===== config.mk =====
export PLATFORM = sky130hd
export DESIGN_NAME = pipe_stage_skid_flat
export DESIGN_NICKNAME = d
export VERILOG_FILES = /design/src/rtl/pipe_stage_skid_if.sv /design/src/rtl/pipe_stage_skid.sv /design/src/flat_wrapper.sv
export SDC_FILE = /design/constraint.sdc
export NUM_CORES = 1
export LEC_CHECK = 0
export ABC_AREA = 1
export CAP_MARGIN = 0
export CORE_MARGIN = 2
export CORE_UTILIZATION = 45
export DETAILED_ROUTE_END_ITERATION = 10
export PLACE_DENSITY = 0.73
export SLEW_MARGIN = 20
export SYNTH_ARGS = -nofsm -noshare
export SYNTH_HDL_FRONTEND = slang
export SYNTH_SLANG_ARGS = --single-unit

===== constraint.sdc =====
create_clock -name clock -period 3.1 [get_ports clock]
set_clock_uncertainty 0.1 [all_clocks]
set_input_delay 0.62 -clock clock [delete_from_list [all_inputs] [get_ports clock]]
set_output_delay 0.62 -clock clock [all_outputs]
set_load 0.01 [all_outputs]

===== src/rtl/pipe_stage_skid_if.sv =====
// Beat channel between pipeline stages: valid/ready handshake plus instruction payload.
// The master drives the beat; the slave answers with ready.
interface pipe_stage_skid_if #(
  parameter int unsigned ADDR_W = 32,
  parameter int unsigned DATA_W = 32
);
  logic              valid;
  logic              ready;
  logic [ADDR_W-1:0] pc;
  logic [ADDR_W-1:0] mem_address;
  logic [DATA_W-1:0] instr;
  logic [DATA_W-1:0] mem_data;
  logic              mem_op;
  logic              wb_enable;

  modport master (
    output valid, pc, mem_address, instr, mem_data, mem_op, wb_enable,
    input  ready
  );

  modport slave (
    input  valid, pc, mem_address, instr, mem_data, mem_op, wb_enable,
    output ready
  );
endinterface


===== src/rtl/pipe_stage_skid.sv =====
// Pipeline register stage with optional two-entry skid buffer, flush and a
// saturating backpressure counter. Payload always comes from the main register.
module pipe_stage_skid #(
  parameter int unsigned ADDR_W  = 32,
  parameter int unsigned DATA_W  = 32,
  parameter int unsigned SKID_EN = 1,
  parameter int unsigned STALL_W = 16
) (
  input  logic               clock,
  input  logic               reset,
  input  logic               flush,
  pipe_stage_skid_if.slave   up,
  pipe_stage_skid_if.master  dn,
  output logic [STALL_W-1:0] stall_cycles
);

  typedef enum logic [1:0] {
    ST_EMPTY = 2'd0,
    ST_FULL  = 2'd1,
    ST_SKID  = 2'd2
  } state_t;

  typedef struct packed {
    logic [ADDR_W-1:0] pc;
    logic [ADDR_W-1:0] mem_address;
    logic [DATA_W-1:0] instr;
    logic [DATA_W-1:0] mem_data;
    logic              mem_op;
    logic              wb_enable;
  } beat_t;

  state_t             state_q;
  state_t             state_d;
  beat_t              main_q;
  beat_t              main_d;
  beat_t              skid_q;
  beat_t              skid_d;
  beat_t              in_beat;
  logic               in_ready_q;
  logic               in_ready_c;
  logic               out_valid_c;
  logic               in_xfer_c;
  logic               out_stall_c;
  logic [STALL_W-1:0] stall_q;

  assign in_beat = '{
    pc:          up.pc,
    mem_address: up.mem_address,
    instr:       up.instr,
    mem_data:    up.mem_data,
    mem_op:      up.mem_op,
    wb_enable:   up.wb_enable
  };

  assign out_valid_c = (state_q != ST_EMPTY);

  // Skid mode exposes a registered ready; the bypass mode lets downstream ready through.
  assign in_ready_c  = (SKID_EN != 0) ? in_ready_q : (~out_valid_c | dn.ready);
  assign in_xfer_c   = up.valid & in_ready_c;
  assign out_stall_c = out_valid_c & ~dn.ready;

  // Next-state and register-load decode; flush wins over every transfer.
  always_comb begin
    state_d = state_q;
    main_d  = main_q;
    skid_d  = skid_q;

    if (SKID_EN != 0) begin
      unique case (state_q)
        ST_EMPTY: begin
          if (in_xfer_c) begin
            main_d  = in_beat;
            state_d = ST_FULL;
          end
        end
        ST_FULL: begin
          if (in_xfer_c && dn.ready) begin
            main_d = in_beat;
          end else if (in_xfer_c) begin
            skid_d  = in_beat;
            state_d = ST_SKID;
          end else if (dn.ready) begin
            state_d = ST_EMPTY;
          end
        end
        ST_SKID: begin
          if (dn.ready) begin
            main_d  = skid_q;
            state_d = ST_FULL;
          end
        end
        default: state_d = ST_EMPTY;
      endcase
    end else begin
      if (in_xfer_c) begin
        main_d  = in_beat;
        state_d = ST_FULL;
      end else if (out_valid_c && dn.ready) begin
        state_d = ST_EMPTY;
      end
    end

    if (flush) begin
      state_d = ST_EMPTY;
      main_d  = main_q;
      skid_d  = skid_q;
    end
  end

  always_ff @(posedge clock) begin
    if (reset) begin
      state_q    <= ST_EMPTY;
      main_q     <= '0;
      skid_q     <= '0;
      in_ready_q <= 1'b1;
    end else begin
      state_q    <= state_d;
      main_q     <= main_d;
      skid_q     <= skid_d;
      in_ready_q <= (state_d != ST_SKID);
    end
  end

  // Saturating count of backpressured cycles; only reset clears it.
  always_ff @(posedge clock) begin
    if (reset) begin
      stall_q <= '0;
    end else if (out_stall_c && (stall_q != {STALL_W{1'b1}})) begin
      stall_q <= stall_q + STALL_W'(1);
    end
  end

  assign up.ready       = in_ready_c;
  assign dn.valid       = out_valid_c;
  assign dn.pc          = main_q.pc;
  assign dn.mem_address = main_q.mem_address;
  assign dn.instr       = main_q.instr;
  assign dn.mem_data    = main_q.mem_data;
  // A bubble must never write back or touch memory.
  assign dn.mem_op      = out_valid_c & main_q.mem_op;
  assign dn.wb_enable   = out_valid_c & main_q.wb_enable;
  assign stall_cycles   = stall_q;

endmodule


===== src/flat_wrapper.sv =====
// flat-port wrapper written by rule: the top's interface ports become plain ports
module pipe_stage_skid_flat 
#(
  parameter int unsigned ADDR_W  = 32,
  parameter int unsigned DATA_W  = 32,
  parameter int unsigned SKID_EN = 1,
  parameter int unsigned STALL_W = 16
)
  (clock, reset, flush, stall_cycles, up_valid, up_pc, up_mem_address, up_instr, up_mem_data, up_mem_op, up_wb_enable, up_ready, dn_valid, dn_pc, dn_mem_address, dn_instr, dn_mem_data, dn_mem_op, dn_wb_enable, dn_ready);
  pipe_stage_skid_if #(.ADDR_W(ADDR_W), .DATA_W(DATA_W)) up_i ();
  pipe_stage_skid_if #(.ADDR_W(ADDR_W), .DATA_W(DATA_W)) dn_i ();
  input  logic clock;
  input  logic reset;
  input  logic flush;
  output logic [STALL_W-1:0] stall_cycles;
  input wire logic [$bits(up_i.valid)-1:0] up_valid;
  input wire logic [$bits(up_i.pc)-1:0] up_pc;
  input wire logic [$bits(up_i.mem_address)-1:0] up_mem_address;
  input wire logic [$bits(up_i.instr)-1:0] up_instr;
  input wire logic [$bits(up_i.mem_data)-1:0] up_mem_data;
  input wire logic [$bits(up_i.mem_op)-1:0] up_mem_op;
  input wire logic [$bits(up_i.wb_enable)-1:0] up_wb_enable;
  output wire logic [$bits(up_i.ready)-1:0] up_ready;
  output wire logic [$bits(dn_i.valid)-1:0] dn_valid;
  output wire logic [$bits(dn_i.pc)-1:0] dn_pc;
  output wire logic [$bits(dn_i.mem_address)-1:0] dn_mem_address;
  output wire logic [$bits(dn_i.instr)-1:0] dn_instr;
  output wire logic [$bits(dn_i.mem_data)-1:0] dn_mem_data;
  output wire logic [$bits(dn_i.mem_op)-1:0] dn_mem_op;
  output wire logic [$bits(dn_i.wb_enable)-1:0] dn_wb_enable;
  input wire logic [$bits(dn_i.ready)-1:0] dn_ready;
  assign up_i.valid = up_valid;
  assign up_i.pc = up_pc;
  assign up_i.mem_address = up_mem_address;
  assign up_i.instr = up_instr;
  assign up_i.mem_data = up_mem_data;
  assign up_i.mem_op = up_mem_op;
  assign up_i.wb_enable = up_wb_enable;
  assign up_ready = up_i.ready;
  assign dn_valid = dn_i.valid;
  assign dn_pc = dn_i.pc;
  assign dn_mem_address = dn_i.mem_address;
  assign dn_instr = dn_i.instr;
  assign dn_mem_data = dn_i.mem_data;
  assign dn_mem_op = dn_i.mem_op;
  assign dn_wb_enable = dn_i.wb_enable;
  assign dn_i.ready = dn_ready;
  pipe_stage_skid #(.ADDR_W(ADDR_W), .DATA_W(DATA_W), .SKID_EN(SKID_EN), .STALL_W(STALL_W)) u_core (.clock(clock), .reset(reset), .flush(flush), .up(up_i), .dn(dn_i), .stall_cycles(stall_cycles));
endmodule

== After elaboration in Yosys (flattened, before gate mapping) ==
Index checks and enable logic that the tools add are counted.
Widths: inputs -> output; s select.

* Bitwise operators: 7
* Add/sub/neg operators: 1
* Reduce and logical (&&, ||, !) cells: 7
* Multipliers: 0
* Shift operators: 0
* $lt $le $gt $ge: 0
* Multiplexer cells: 11
* Eq/ne operators: 7
* Div/mod/pow operators: 0

{| class="wikitable"
|+ Operators by type and width
! cell !! number
|-
| $mux 130 || 3
|-
| $pmux 130 s3 || 1
|-
| $add 16x1->16 const B || 1
|-
| $ne 16x16->1 const B || 1
|-
| $mux 2 || 6
|-
| $pmux 2 s3 || 1
|-
| $reduce_and 5->1 || 1
|-
| $and 1x1->1 || 4
|-
| $ne 2x1->1 const B || 2
|-
| $ne 2x2->1 const B || 2
|-
| $reduce_and 4->1 || 1
|-
| $not 1->1 || 3
|-
| $reduce_bool 3->1 || 1
|-
| $eq 2x1->1 const B || 1
|-
| $eq 2x2->1 const B || 1
|-
| $logic_and 1x1->1 || 2
|-
| $logic_not 2->1 || 1
|-
| $reduce_bool 2->1 || 1
|}

* Output and inout bits: 148
* Latch bits: 0
* Memories: 0
* Bits of input ports: 135
* Bits in read-only memories: 0
* Logic and storage cells: 48
* Bits in registers: 279
* Memory bits (writable): 0

== Logic depth before layout (Yosys ltp) ==
Gate-level depths: netlist of run 1.

* Word-level depth: 6
* Gate-level depth with buffers: 9
* Depth with buffers taken out: 9

== Least setup slack after synthesis of run 1 ==
OpenSTA, ideal clock, no wires.

* Path type: input port to flip-flop
* From: input flush
* To: register u_core.main_q (netlist bit u_core.dn.instr[0])
* Arrival: 1.462 ns
* Stages: 6
* Buffers on the path: 2
* Setup slack: 1.419 ns
* Setup time: 0.119 ns
* Data required time: 2.881 ns
* Cells stage by stage: a21oi_1 nand3_4 buf_6 buf_2 o21ai_0 a21oi_1

* Cells in the longest elaborated chain, start to end: 2

{| class="wikitable"
|+ Ends and longest elaborated chain
! what !! RTL line !! source
|-
| from (decl) || flat_wrapper.sv:14 || <nowiki>input logic flush;</nowiki>
|-
| $not 1->1 (no source line) || - ||
|-
| $reduce_and 5->1 (no source line) || - ||
|-
| to (signal assigned) || pipe_stage_skid.sv:118 || <nowiki>main_q <= main_d;</nowiki>
|-
| to (decl) || pipe_stage_skid.sv:34 || <nowiki>beat_t main_q;</nowiki>
|}

Every way passes these cells.
A chain may end at the register's enable or synchronous reset.

== Worst setup path in the final report of run 1 ==
* From: register u_core.state_q[1]
* To: output dn_wb_enable

* Cells in the longest elaborated chain, start to end: 2

{| class="wikitable"
|+ Ends and longest elaborated chain
! what !! RTL line !! source
|-
| from (decl) || pipe_stage_skid.sv:32 || <nowiki>state_t state_q;</nowiki>
|-
| from (signal assigned) || pipe_stage_skid.sv:117 || <nowiki>state_q <= state_d;</nowiki>
|-
| $reduce_bool 2->1 || pipe_stage_skid.sv:55 || <nowiki>assign out_valid_c = (state_q != ST_EMPTY);</nowiki>
|-
| $and 1x1->1 || pipe_stage_skid.sv:141 || <nowiki>assign dn.wb_enable = out_valid_c & main_q.wb_enable;</nowiki>
|-
| to (decl) || flat_wrapper.sv:30 || <nowiki>output wire logic [$bits(dn_i.wb_enable)-1:0] dn_wb_enable;</nowiki>
|}

Every way passes these cells.

==> flow_metrics.py, run 1 <==
metrics = {
    "floorplan": {
        "start_util_pct": 46.03,
        "design.core.area_um2": 27100,
        "fp.dieH_um": 170.5,
        "fp.dieW_um": 170.5,
        "die_area_um2": 29070,
        "io_pins": 283,
        "fp-row-count": 60,
    },
    "cts": {
        "cts_max_level": 1,
        "cts_setup_buffers": 0,
        "clk_pin_slew_ps": 60,
        "cts.path.max_buffers": 3,
        "clock-sinks": 279,
        "hold_buffers": 0,
        "numCtsBuffers": 31,
        "cts_resized": 0,
        "root_buffer": "clkbuf_16",
        "insertion_delay_ps": 540,
        "tritoncts": "yes",
    },
    "grt": {
        "track_usage_pct": 19.77,
        "grt_pass1_vias": 9646,
        "antenna_found_initial": 2,
        "overflow": 0,
        "grt_pass1_wl_um": 47650,
        "grt_max_degree": 114,
    },
    "power_and_ir_drop": {
        "switchingPower_mw": 1.984,
        "p_sw_share_pct": 22.99,
        "comb_power_share_pct": 11.3,
        "totalPowerFinal_mw": 8.629,
        "power_leakage_nw": 5.931,
        "p_seq_share_pct": 44.1,
        "powerDensity_nw_per_um2": 546.9,
        "vdd_drop_max_mv": 0.3541,
        "clkPwrFrac_pct": 44.6,
        "p_int_mw": 6.645,
    },
    "timing": {
        "worst_slack_ps": 462.9,
        "final_hold_viol_count": 0,
        "worst_pin_slew_ps": 655.9,
        "slew_headroom_pct": 56.27,
        "clock.fmax_ghz": 0.3792,
        "finalCritPeriodShare_pct": 85.07,
        "fin_crit_ps": 2637,
        "rsz0062_at_grt": "false",
        "setup_viol": 0,
        "setup_tns_ps": 0,
        "fin_hold_ws_ps": 339.6,
        "slew_viol_final": 0,
    },
    "critical_path": {
        "end_kind": "output port",
        "worst_ep_required_time_ps": 2380,
        "criticalPathCategory": "reg -> out",
        "crit_path_max_fanout": 5,
        "cp_slowest_cell": "clkdlybuf4s50_1",
        "slowest_delay_ps": 570,
        "path_cells": "nor2_4 -> nor2_1 -> clkdlybuf4s50_1",
        "reg2reg_slack_ps": 970,
        "worst-endpoint-arrival_ps": 1920,
        "cp-start-kind": "flip-flop",
    },
    "final_layout": {
        "final_core_utilization_pct": 58.22,
        "fin_cells": 2205,
        "nets": 1943,
        "n_fill_cell": 2456,
        "areaGrowthSynthToFinish_pct": 26.49,
        "drive_above_1_share_pct": 4.752,
        "stdcell_area_um2": 15780,
    },
    "synthesis": {
        "yosys.cell_types.count": 22,
        "synth-main-ff-cell": "dfxtp_1",
        "synth_area_leaders": "dfxtp_1 (45%), o21ai_0 (15%), a21oi_1 (11%)",
        "yosysSeqAreaShare_pct": 44.77,
        "synth_common_cells": "o21ai_0 (364), dfxtp_1 (279), inv_1 (277), a21oi_1 (275), nand2_1 (182)",
        "ys_warn_count": 0,
        "yosysTopAreaCellShare_pct": 44.77,
        "synthCells": 1711,
        "synth_top_cell_by_area": "dfxtp_1",
        "ys_ff_latch": 279,
        "yosysMostFrequentCell": "o21ai_0",
        "synthArstFlopShare_pct": 0,
        "synth_edf_count": 0,
        "synth_area_um2": 12470,
        "syn_avg_cell_area_um2": 7.291,
        "synthesis.nets": 1847,
    },
    "routing": {
        "postRouteAntennaNets": 0,
        "drc_errors": 0,
        "dr_wl_met3_um": 2341,
        "wl_met1_um": 13080,
        "top_layer": "met5",
        "wl_per_cell_um": 13.49,
        "met2_length_um": 13710,
        "first_pass_iters": 5,
        "vias": 10724,
        "vias_per_cell": 4.863,
        "wirelength_um": 29740,
        "drt_iter0_markers": 734,
    },
    "place": {
        "dp_worst_setup_slack_ps": 494.2,
        "io_buffers": 282,
        "dp.cells": 2146,
        "dpl_cell_area_um2": 14680,
        "place.gp.congestion": 0.8763,
        "dp_hpwl_um": 19790,
    },
    "run_status": {
        "status": "finished, final reports clean",
    },
    "job": {
        "maxCapViolations": 0,
    },
    "worst_hold_path": {
        "hold_class": "reg -> reg",
    },
}
state kept, by name, indices dropped and copies added (netlist names):
signal                 count
u_core.dn.instr           32
u_core.dn.mem_address     32
u_core.dn.mem_data        32
u_core.dn.pc              32
u_core.main_q              2
u_core.skid_q            130
u_core.stall_cycles       16
u_core.state_q             2
u_core.up.ready            1
cell usage in the layout (no fill, tap or decap), types with 4 or more instances in the layout:
master             n
o21ai_0          364
clkdlybuf4s50_1  282
dfxtp_1          279
inv_1            276
a21oi_1          275
nand2_1          182
clkbuf_16         31
o21ai_1           30
nor2_1            28
buf_12            14
buf_4             11
nand3_1           10
clkbuf_8          10
nand4_1            7
clkinv_2           5
bufinv_16          4
clkbuf_1           4
kinds of logic (layout without fill, tap and decap cells):
family                     Yosys count  in the layout  synth area share [%]
and+or+nand+nor                    234            234                 7.623
other                                0              2                     0
buffers and inverters              522            642                 20.24
adders and majority gates            1              1                0.1003
DFF                                279            279                 44.77
xor gates and xnor gates             6              6                0.4213
AOI/OAI and AO/OA                  669            669                 26.84
layer usage:
layer | track usage (%) | up-vias
li1 | - | 5571
met1 | 25.51 | 4805
met2 | 32.75 | 302
met3 | 5.459 | 44
met4 | 4.980 | 2
met5 | 0 | -
path summary, 6_finish.rpt:
path,startpoint,endpoint,cells after the start
max,u_core.state_q[1],dn_wb_enable,3
min,u_core.dn.instr[8],u_core.dn.instr[8],2
max reg2reg,u_core.state_q[1],u_core.dn.instr[18],4
min reg2reg,u_core.dn.instr[8],u_core.dn.instr[8],2
area by class of cell:
cell class	instances	area, um2	share of cell area, %
flip-flops and latches	279	5585	35.40
multi-input cells	910	4392	27.83
repair buffers	307	3186	20.19
inverters	278	1049	6.645
clock buffers	45	928.4	5.884
well taps	372	465.4	2.950
clock inverters	12	168.9	1.070
diodes	2	5.005	0.03172
critical path: cells and delay by family (launching register included):
kind,cells,cell delay [ps]
flip-flops,1,550
buffers and inverters,1,570
AND/OR/NAND/NOR,2,250
power by group through the flow:
stage	sequential [mW]	combinational, mW	clock, mW
global route	3.82	1.08	4.11
floorplan	3.86	0.591	0
CTS	3.81	0.980	3.94
finish	3.81	0.972	3.85
global placement	3.88	0.957	0
detailed placement	3.88	0.971	0
(Power assumes the default switching activity.)
==> run 2, diff against run 1 <==
Settings changed: PLACE_DENSITY 0.73 to 0.76.
Clock period 3.1 ns to 2.2 ns, I/O delays scaled along.
==> flow_metrics.py, run 2 (synthesis results as in run 1) <==
metrics = {
    "routing": {
        "vias": 10895,
        "wl_per_cell_um": 13.53,
        "wirelength_um": 30180,
        "drc_errors": 0,
        "vias_per_cell": 4.886,
        "first_pass_iters": 5,
        "postRouteAntennaNets": 0,
        "drt_iter0_markers": 771,
    },
    "timing": {
        "worst_pin_slew_ps": 418.8,
        "clock.fmax_ghz": 0.4684,
        "slew_headroom_pct": 71.90,
        "setup_tns_ps": 0,
        "finalCritPeriodShare_pct": 97.04,
        "rsz0062_at_grt": "false",
        "final_hold_viol_count": 0,
        "slew_viol_final": 0,
        "fin_crit_ps": 2135,
        "worst_slack_ps": 65.10,
        "setup_viol": 0,
    },
    "grt": {
        "track_usage_pct": 19.73,
        "antenna_found_initial": 0,
        "grt_pass1_wl_um": 47470,
        "overflow": 0,
        "grt_pass1_vias": 9770,
        "grt_max_degree": 67,
    },
    "floorplan": {
        "fp.dieW_um": 170.5,
        "io_pins": 283,
        "die_area_um2": 29070,
        "design.core.area_um2": 27100,
        "fp-row-count": 60,
        "fp.dieH_um": 170.5,
        "start_util_pct": 46.03,
    },
    "job": {
        "maxCapViolations": 0,
    },
    "cts": {
        "clk_pin_slew_ps": 60,
        "cts.path.max_buffers": 3,
        "insertion_delay_ps": 540,
        "numCtsBuffers": 29,
        "clock-sinks": 279,
        "root_buffer": "clkbuf_16",
        "tritoncts": "yes",
        "cts_max_level": 1,
        "hold_buffers": 0,
    },
    "power_and_ir_drop": {
        "vdd_drop_max_mv": 0.6301,
        "p_seq_share_pct": 46.6,
        "p_int_mw": 8.806,
        "switchingPower_mw": 2.714,
        "power_leakage_nw": 6.031,
        "powerDensity_nw_per_um2": 725.8,
        "clkPwrFrac_pct": 41.3,
        "totalPowerFinal_mw": 11.52,
        "comb_power_share_pct": 12.1,
        "p_sw_share_pct": 23.56,
    },
    "place": {
        "dpl_cell_area_um2": 14930,
        "io_buffers": 282,
        "dp_hpwl_um": 20950,
        "place.gp.congestion": 0.8154,
        "dp_worst_setup_slack_ps": -1.966,
    },
    "final_layout": {
        "final_core_utilization_pct": 58.56,
        "mostFrequentLayoutCell": "o21ai_0",
        "drive_above_1_share_pct": 6.028,
        "n_antenna_cell": 0,
        "areaGrowthSynthToFinish_pct": 27.23,
        "stdcell_area_um2": 15870,
        "ff_latch_area_um2": 5587,
        "layout_common_cells": "o21ai_0 (363), clkdlybuf4s50_1 (280), dfxtp_1 (278)",
        "nets": 1973,
        "largest-register": "u_core.skid_q",
        "n_fill_cell": 2437,
        "largest_reg_flops": 130,
        "multi_input_area_um2": 4392,
    },
    "critical_path": {
        "path_buf_inv": 1,
        "cp_slowest_cell": "clkdlybuf4s50_1",
        "worst-endpoint-arrival_ps": 1590,
        "cp-start-kind": "flip-flop",
        "slowest_delay_ps": 610,
        "cp_top_family": "buffers and inverters",
        "crit_path_max_fanout": 6,
        "end_kind": "output port",
        "path_cells": "clkdlybuf4s50_1",
        "worst_ep_required_time_ps": 1660,
        "criticalPathCategory": "reg -> out",
    },
    "run_status": {
        "status": "finished, final reports clean",
    },
    "worst_hold_path": {
        "hold_class": "reg -> reg",
    },
}
## run 2: cell types whose count changed in the layout (fill, tap and decap cells not counted), sizes merged
cell           delta
dlygate4sd2       +2
buf              +32
inv               +1
clkinvlp          -2
clkbuf            -1
clkdlybuf4s50     -2
bufinv            -3
diode             -2
## run 2: per-stage QoR
stage               hold WS (ps)  std cells
global route               359.6       2230
finish                     340.8       2230
detailed placement         334.1       2176
global placement           329.7       2176
floorplan                  324.0       1711
CTS                        343.3       2229
## run 2: routing by layer
layer / GRT usage, % / vias to the layer above / routed length, um
met5: 0 / - / 0
met4: 5.277 / 0 / 739
met3: 5.020 / 46 / 2063
met2: 34.34 / 269 / 14250
met1: 24.26 / 4957 / 13120
li1: - / 5623 / -
## run 2: cell type report
cell class	instances	area share, %
well taps	372	2.933
clock inverters	8	0.4336
inverters	278	6.606
repair buffers	339	21.73
flip-flops and latches	279	35.20
multi-input cells	910	27.67
clock buffers	44	5.432
## run 2: final timing paths
check,slack [ps],cells past startpoint,start,endpoint
hold reg to reg,340,2,u_core.dn.instr[22],u_core.dn.instr[22]
hold / removal,340,2,u_core.dn.instr[22],u_core.dn.instr[22]
setup reg to reg,390,8,u_core.stall_cycles[1],u_core.stall_cycles[5]
setup / recovery,70,1,u_core.stall_cycles[13],stall_cycles[13]
## run 2: power by group through the flow
stage	registers, mW	logic [mW]	clock network [mW]
finish	5.37	1.39	4.76
global route	5.38	1.53	5.08
CTS	5.37	1.40	4.87
detailed placement	5.48	1.39	0
global placement	5.47	1.37	0
floorplan	5.44	0.833	0
## run 2: what timing repair did
item	CTS	global route
setup buffers	1	1
resized for setup	3	1
pin swaps	0	1
setup endpoints to repair	3	2
